<file path="config.mk">
export PLATFORM = sky130hd
export DESIGN_NAME = ex_stage
export DESIGN_NICKNAME = d
export VERILOG_FILES = /design/src/rtl/ex_stage.sv
export SDC_FILE = /design/constraint.sdc
export NUM_CORES = 1
export LEC_CHECK = 0
export CORE_MARGIN = 10
export CORE_UTILIZATION = 50
export DETAILED_ROUTE_END_ITERATION = 6
export GPL_ROUTABILITY_DRIVEN = 0
export PLACE_DENSITY = 0.8
export SLEW_MARGIN = 10
export SYNTH_ARGS = -nofsm -noshare
export SYNTH_HDL_FRONTEND = slang
export SYNTH_SLANG_ARGS = --single-unit
</file>
<file path="constraint.sdc">
create_clock -name vclk -period 7.9
set_clock_uncertainty 0.15 [all_clocks]
set_input_delay 1.185 -clock vclk [all_inputs]
set_output_delay 1.185 -clock vclk [all_outputs]
set_load 0.03 [all_outputs]
</file>
<file path="src/rtl/ex_stage.sv">
// MIPS32 execute stage: logic/shift/arith ALU plus a multi-cycle restoring divider.
// Define EX_DIV_EN to build the DIV/DIVU divider; without it divides are single-cycle NOPs.
module ex_stage #(
  parameter int DIV_CYCLES = 32
) (
  input  logic        clk,
  input  logic        rst,
  input  logic [2:0]  alusel_i,
  input  logic [7:0]  aluop_i,
  input  logic [31:0] reg1_i,
  input  logic [31:0] reg2_i,
  input  logic [4:0]  wd_i,
  input  logic        wreg_i,
  input  logic        annul_i,
  output logic [4:0]  wd_o,
  output logic        wreg_o,
  output logic [31:0] wdata_o,
  output logic        whilo_o,
  output logic [31:0] hi_o,
  output logic [31:0] lo_o,
  output logic        stallreq_o
);

  localparam logic [2:0] SEL_NOP   = 3'b000;
  localparam logic [2:0] SEL_LOGIC = 3'b001;
  localparam logic [2:0] SEL_SHIFT = 3'b010;
  localparam logic [2:0] SEL_ARITH = 3'b100;
  localparam logic [2:0] SEL_DIV   = 3'b101;

  localparam logic [7:0] OP_AND  = 8'b0010_0100;
  localparam logic [7:0] OP_OR   = 8'b0010_0101;
  localparam logic [7:0] OP_XOR  = 8'b0010_0110;
  localparam logic [7:0] OP_NOR  = 8'b0010_0111;
  localparam logic [7:0] OP_SLL  = 8'b0111_1100;
  localparam logic [7:0] OP_SRL  = 8'b0000_0010;
  localparam logic [7:0] OP_SRA  = 8'b0000_0011;
  localparam logic [7:0] OP_ADDU = 8'b0010_0001;
  localparam logic [7:0] OP_SUBU = 8'b0010_0011;
  localparam logic [7:0] OP_SLT  = 8'b0010_1010;
  localparam logic [7:0] OP_SLTU = 8'b0010_1011;

  logic [31:0] logic_res;
  logic [31:0] shift_res;
  logic [31:0] arith_res;
  logic [31:0] alu_res;
  logic [4:0]  shamt;

  logic        div_stall;
  logic        div_whilo;
  logic [31:0] div_hi;
  logic [31:0] div_lo;

  assign shamt = reg1_i[4:0];

  always_comb begin
    logic_res = '0;
    case (aluop_i)
      OP_OR:   logic_res = reg1_i | reg2_i;
      OP_AND:  logic_res = reg1_i & reg2_i;
      OP_XOR:  logic_res = reg1_i ^ reg2_i;
      OP_NOR:  logic_res = ~(reg1_i | reg2_i);
      default: logic_res = '0;
    endcase
  end

  always_comb begin
    shift_res = '0;
    case (aluop_i)
      OP_SLL:  shift_res = reg2_i << shamt;
      OP_SRL:  shift_res = reg2_i >> shamt;
      OP_SRA:  shift_res = $unsigned($signed(reg2_i) >>> shamt);
      default: shift_res = '0;
    endcase
  end

  always_comb begin
    arith_res = '0;
    case (aluop_i)
      OP_ADDU: arith_res = reg1_i + reg2_i;
      OP_SUBU: arith_res = reg1_i - reg2_i;
      OP_SLT:  arith_res = {31'd0, $signed(reg1_i) < $signed(reg2_i)};
      OP_SLTU: arith_res = {31'd0, reg1_i < reg2_i};
      default: arith_res = '0;
    endcase
  end

  always_comb begin
    alu_res = '0;
    case (alusel_i)
      SEL_LOGIC: alu_res = logic_res;
      SEL_SHIFT: alu_res = shift_res;
      SEL_ARITH: alu_res = arith_res;
      default:   alu_res = '0;
    endcase
  end

`ifdef EX_DIV_EN
  localparam logic [7:0] OP_DIV  = 8'b0001_1010;
  localparam logic [7:0] OP_DIVU = 8'b0001_1011;

  localparam logic [1:0] ST_IDLE = 2'd0;
  localparam logic [1:0] ST_BUSY = 2'd1;
  localparam logic [1:0] ST_ZERO = 2'd2;
  localparam logic [1:0] ST_DONE = 2'd3;

  logic [1:0]  state_q, state_d;
  logic [5:0]  cnt_q, cnt_d;
  logic [31:0] dvd_q, dvd_d;
  logic [31:0] dvs_q, dvs_d;
  logic [31:0] rem_q, rem_d;
  logic        neg_quot_q, neg_quot_d;
  logic        neg_rem_q, neg_rem_d;

  logic        div_op;
  logic        div_signed;
  logic [31:0] op1_abs;
  logic [31:0] op2_abs;
  logic [32:0] trial;
  logic [31:0] quot_fix;
  logic [31:0] rem_fix;

  assign div_op     = (alusel_i == SEL_DIV) && ((aluop_i == OP_DIV) || (aluop_i == OP_DIVU));
  assign div_signed = (aluop_i == OP_DIV);
  assign op1_abs    = (div_signed && reg1_i[31]) ? (32'd0 - reg1_i) : reg1_i;
  assign op2_abs    = (div_signed && reg2_i[31]) ? (32'd0 - reg2_i) : reg2_i;

  // The dividend register shifts out its MSB into the partial remainder and
  // shifts in quotient bits, so after the last step it holds the quotient.
  assign trial = {rem_q, dvd_q[31]} - {1'b0, dvs_q};

  always_comb begin
    state_d    = state_q;
    cnt_d      = cnt_q;
    dvd_d      = dvd_q;
    dvs_d      = dvs_q;
    rem_d      = rem_q;
    neg_quot_d = neg_quot_q;
    neg_rem_d  = neg_rem_q;
    case (state_q)
      ST_IDLE: begin
        if (div_op && !annul_i) begin
          cnt_d = '0;
          if (reg2_i == 32'd0) begin
            state_d    = ST_ZERO;
            dvd_d      = '1;
            rem_d      = reg1_i;
            neg_quot_d = 1'b0;
            neg_rem_d  = 1'b0;
          end else begin
            state_d    = ST_BUSY;
            dvd_d      = op1_abs;
            dvs_d      = op2_abs;
            rem_d      = '0;
            neg_quot_d = div_signed && (reg1_i[31] ^ reg2_i[31]);
            neg_rem_d  = div_signed && reg1_i[31];
          end
        end
      end
      ST_BUSY: begin
        if (annul_i) begin
          state_d = ST_IDLE;
        end else begin
          if (!trial[32]) begin
            rem_d = trial[31:0];
            dvd_d = {dvd_q[30:0], 1'b1};
          end else begin
            rem_d = {rem_q[30:0], dvd_q[31]};
            dvd_d = {dvd_q[30:0], 1'b0};
          end
          cnt_d = cnt_q + 6'd1;
          if (cnt_q == 6'(DIV_CYCLES - 1)) begin
            state_d = ST_DONE;
          end
        end
      end
      ST_ZERO: state_d = annul_i ? ST_IDLE : ST_DONE;
      default: state_d = ST_IDLE;
    endcase
  end

  always_ff @(posedge clk or negedge rst) begin
    if (!rst) begin
      state_q    <= ST_IDLE;
      cnt_q      <= '0;
      dvd_q      <= '0;
      dvs_q      <= '0;
      rem_q      <= '0;
      neg_quot_q <= 1'b0;
      neg_rem_q  <= 1'b0;
    end else begin
      state_q    <= state_d;
      cnt_q      <= cnt_d;
      dvd_q      <= dvd_d;
      dvs_q      <= dvs_d;
      rem_q      <= rem_d;
      neg_quot_q <= neg_quot_d;
      neg_rem_q  <= neg_rem_d;
    end
  end

  assign quot_fix = neg_quot_q ? (32'd0 - dvd_q) : dvd_q;
  assign rem_fix  = neg_rem_q  ? (32'd0 - rem_q) : rem_q;

  always_comb begin
    div_stall = 1'b0;
    div_whilo = 1'b0;
    div_hi    = '0;
    div_lo    = '0;
    case (state_q)
      ST_IDLE: div_stall = div_op && !annul_i;
      ST_BUSY: div_stall = !annul_i;
      ST_ZERO: div_stall = !annul_i;
      default: begin
        if (!annul_i) begin
          div_whilo = 1'b1;
          div_hi    = rem_fix;
          div_lo    = quot_fix;
        end
      end
    endcase
  end
`else
  localparam int unsigned UNUSED_DIV_CYCLES = DIV_CYCLES;
  logic unused_annul;

  assign unused_annul = annul_i;
  assign div_stall    = 1'b0;
  assign div_whilo    = 1'b0;
  assign div_hi       = '0;
  assign div_lo       = '0;
`endif

  // Every output is forced to zero while reset is asserted.
  assign wd_o       = rst ? wd_i : 5'd0;
  assign wreg_o     = rst && wreg_i && (alusel_i != SEL_NOP) && (alusel_i != SEL_DIV);
  assign wdata_o    = rst ? alu_res : 32'd0;
  assign whilo_o    = rst && div_whilo;
  assign hi_o       = rst ? div_hi : 32'd0;
  assign lo_o       = rst ? div_lo : 32'd0;
  assign stallreq_o = rst && div_stall;

endmodule

</file>
==> results.yml <==
outcome:
  status: "finished with violations"
  violations: "DRC"
detailed_routing:
  totalWireLength_microns: 35200
  drt-pass1-iter-count: 7
  routed_via_density: 6.61
  drc: 4
  drt_iter0_drc: 1730
  ant_nets: 0
  routedWlPerCell_microns: 20.8
  vias: 11200
synthesis:
  ys_top_cells_by_area: "ha_1, mux2i_1, o21ai_0"
  synthSimpleGateAreaFrac: 0.192
  yosysMostFrequentCell: "nor2_1"
  synth_cells: 1436
  syn-cell-area_sq_um: 9480
  netlist.area_leader.share: 0.131
  synthMuxAreaShare: 0.164
  post_synth.cell_area_avg_sq_um: 6.60
  synthAdderAreaFrac: 0.135
  ys_seq_area_frac: 0
  synth.top_cells.by_count: "nor2_1, o21ai_0, a21oi_1, nand2_1, ha_1"
  synth_cell_types: 74
  synth_top_family_by_area: "compound AO/OA/AOI/OAI gates"
  synth_compound_area_frac: 0.312
  synth_xor_area_frac: 0.0610
  yosysTopAreaCell: "ha_1"
  yosys_warnings: 0
timing:
  hold_ws_ns: 3.35
  finalHoldViolCount: 0
  period_share: 0.923
  drv_slew: 0
  finalSetupViolCount: 0
  rsz0062_at_grt: "no"
  worstMarginPinSlew_ns: 0.933
  slew-limit-headroom: 0.378
  fmax_mhz: 137
  fin_crit_ns: 7.29
  final.setup.tns_ns: 0
power:
  comb_power_share: 1.000
  power.switching_uw: 434
  seq_power_share: 0
  peakVddDrop_mv: 0.0563
  totalPowerFinal_uw: 690
  p_leak_nw: 4.31
  switching_share: 0.629
  pwr-share-clk: 0
  p_per_area_nw_per_um2: 66.3
  p_int_uw: 256
worst_setup_path:
  crit_slowest_cell: "clkdlybuf4s50_1"
  worst-path-buf-inv: 4
  required_ns: 6.57
  path_cells: "clkdlybuf4s50_1 -> inv_1 -> ha_1 -> inv_1 -> a2111oi_0 -> o311ai_0 -> o21ai_1 -> or4_1 -> a31oi_1 -> o31ai_1 -> xor2_1 -> a31oi_1 -> a21oi_1 -> clkdlybuf4s50_1"
  crit_fanout: 11
  cpPeakStageDelay_ns: 0.75
  critPathCaptureType: "output pin"
  path_delay_family: "compound AO/OA/AOI/OAI gates"
  critPathKind: "in -> out"
  start_kind: "input pin"
  worstPathArrival_ns: 5.96
min_path:
  hold-path-endpoint: "wd_o[0]"
  hp-start: "wd_i[0]"
  hold_path_depth: 3
  min_path_type: "in -> out"
cells_and_area:
  drive_gt1_frac: 0.0507
  antenna_cells: 0
  fill_cells: 1831
  syn2layout_area_growth_pct: 9.84
  nClkBuffers: 0
  nNetsFinal: 1647
  regArea_sq_um: 0
  n_sequential_cell: 0
global_route:
  grt_pass1_vias: 9916
  grt_usage: 0.261
  grt_pass1_wl_microns: 53500
  antenna_found_initial: 0
  grt_overflow: 0
  grt_max_degree: 82
floorplanning:
  core_sq_um: 18700
  ioPinCount: 188
  die_y_microns: 158
  start_util: 0.507
  num_rows: 50
  dieArea_sq_um: 24900
  die_w_microns: 158
placed_design:
  place_hpwl_microns: 26900
  port_buffers: 120
job:
  drv_cap: 0
clock_network:
  cts_resized: 0
  cts_setup_buffers: 0
  postCtsHoldBufs: 0
## power groups by stage
stage               logic [mW]  clock network (mW)  registers (mW)
finish                   0.690                   0               0
global route             0.742                   0               0
CTS                      0.667                   0               0
detailed placement       0.664                   0               0
global placement         0.653                   0               0
floorplan                0.510                   0               0
## worst max path at each step
| stage | start | end | slack (ns) | cells after the start |
|---|---|---|---|---|
| after floorplan | reg1_i[1] | wdata_o[31] | 1.18 | 15 |
| after global placement | reg2_i[11] | wdata_o[0] | 0.85 | 14 |
| after detailed placement | reg2_i[11] | wdata_o[30] | 0.70 | 14 |
| after CTS | reg2_i[11] | wdata_o[30] | 0.71 | 14 |
| after global routing | reg2_i[11] | wdata_o[0] | 0.34 | 14 |
| final | reg2_i[11] | wdata_o[30] | 0.61 | 14 |
## cells in the final DEF, fill, tap and decap left out, types with 10 or more instances in the layout
cell	count
nor2_1	147
o21ai_0	145
a21oi_1	124
nand2_1	122
clkdlybuf4s50_1	112
ha_1	99
mux2i_1	91
inv_1	86
conb_1	66
xnor2_1	59
mux4_2	25
a221oi_1	25
nor3_1	22
a211oi_1	21
buf_4	21
o211ai_1	20
nand3_1	19
a31oi_1	18
nand2b_1	16
a211o_1	13
or3_1	12
a22oi_1	12
o21bai_1	11
o31ai_1	11
nor4_1	10
## final cells by class
cell class                      instances  area, sq um  area share
Inverter                               91          342      0.0328
Multi-Input combinational cell       1231         8460       0.812
Tap cell                              234          293      0.0281
Timing Repair Buffer                  138         1320       0.127
## per-layer routing
| layer | part of all wire | routed length (microns) | GRT usage | vias up |
|---|---|---|---|---|
| met5 | 0 | 0 | 0 | - |
| met4 | 0.056 | 1960 | 0.126 | 0 |
| met3 | 0.16 | 5450 | 0.0640 | 140 |
| met2 | 0.41 | 14500 | 0.396 | 941 |
| met1 | 0.38 | 13200 | 0.338 | 5029 |
| li1 | - | - | - | 5095 |
## stage by stage
stage / util / instances / setup WS (ns) / instance area, sq um
2_1_floorplan: - / 1501 / 1.18 / 9720
3_3_place_gp: 0.556 / 1694 / 0.851 / 10400
3_5_place_dp: 0.556 / 1694 / 0.705 / 10400
4_1_cts: 0.556 / 1694 / 0.710 / 10400
5_1_grt: 0.556 / 1694 / 0.345 / 10400
6_report: 0.556 / 1694 / 0.609 / 10400
## cells by family (layout without fill, tap and decap cells)
group,after synthesis,in the layout
AOI/OAI and AO/OA,473,473
other,1,66
adders and majority gates,101,101
buffers and inverters,270,229
xor gates and xnor gates,66,66
and+or+nand+nor,402,402
muxes,123,123
(Power assumes the default switching activity.)
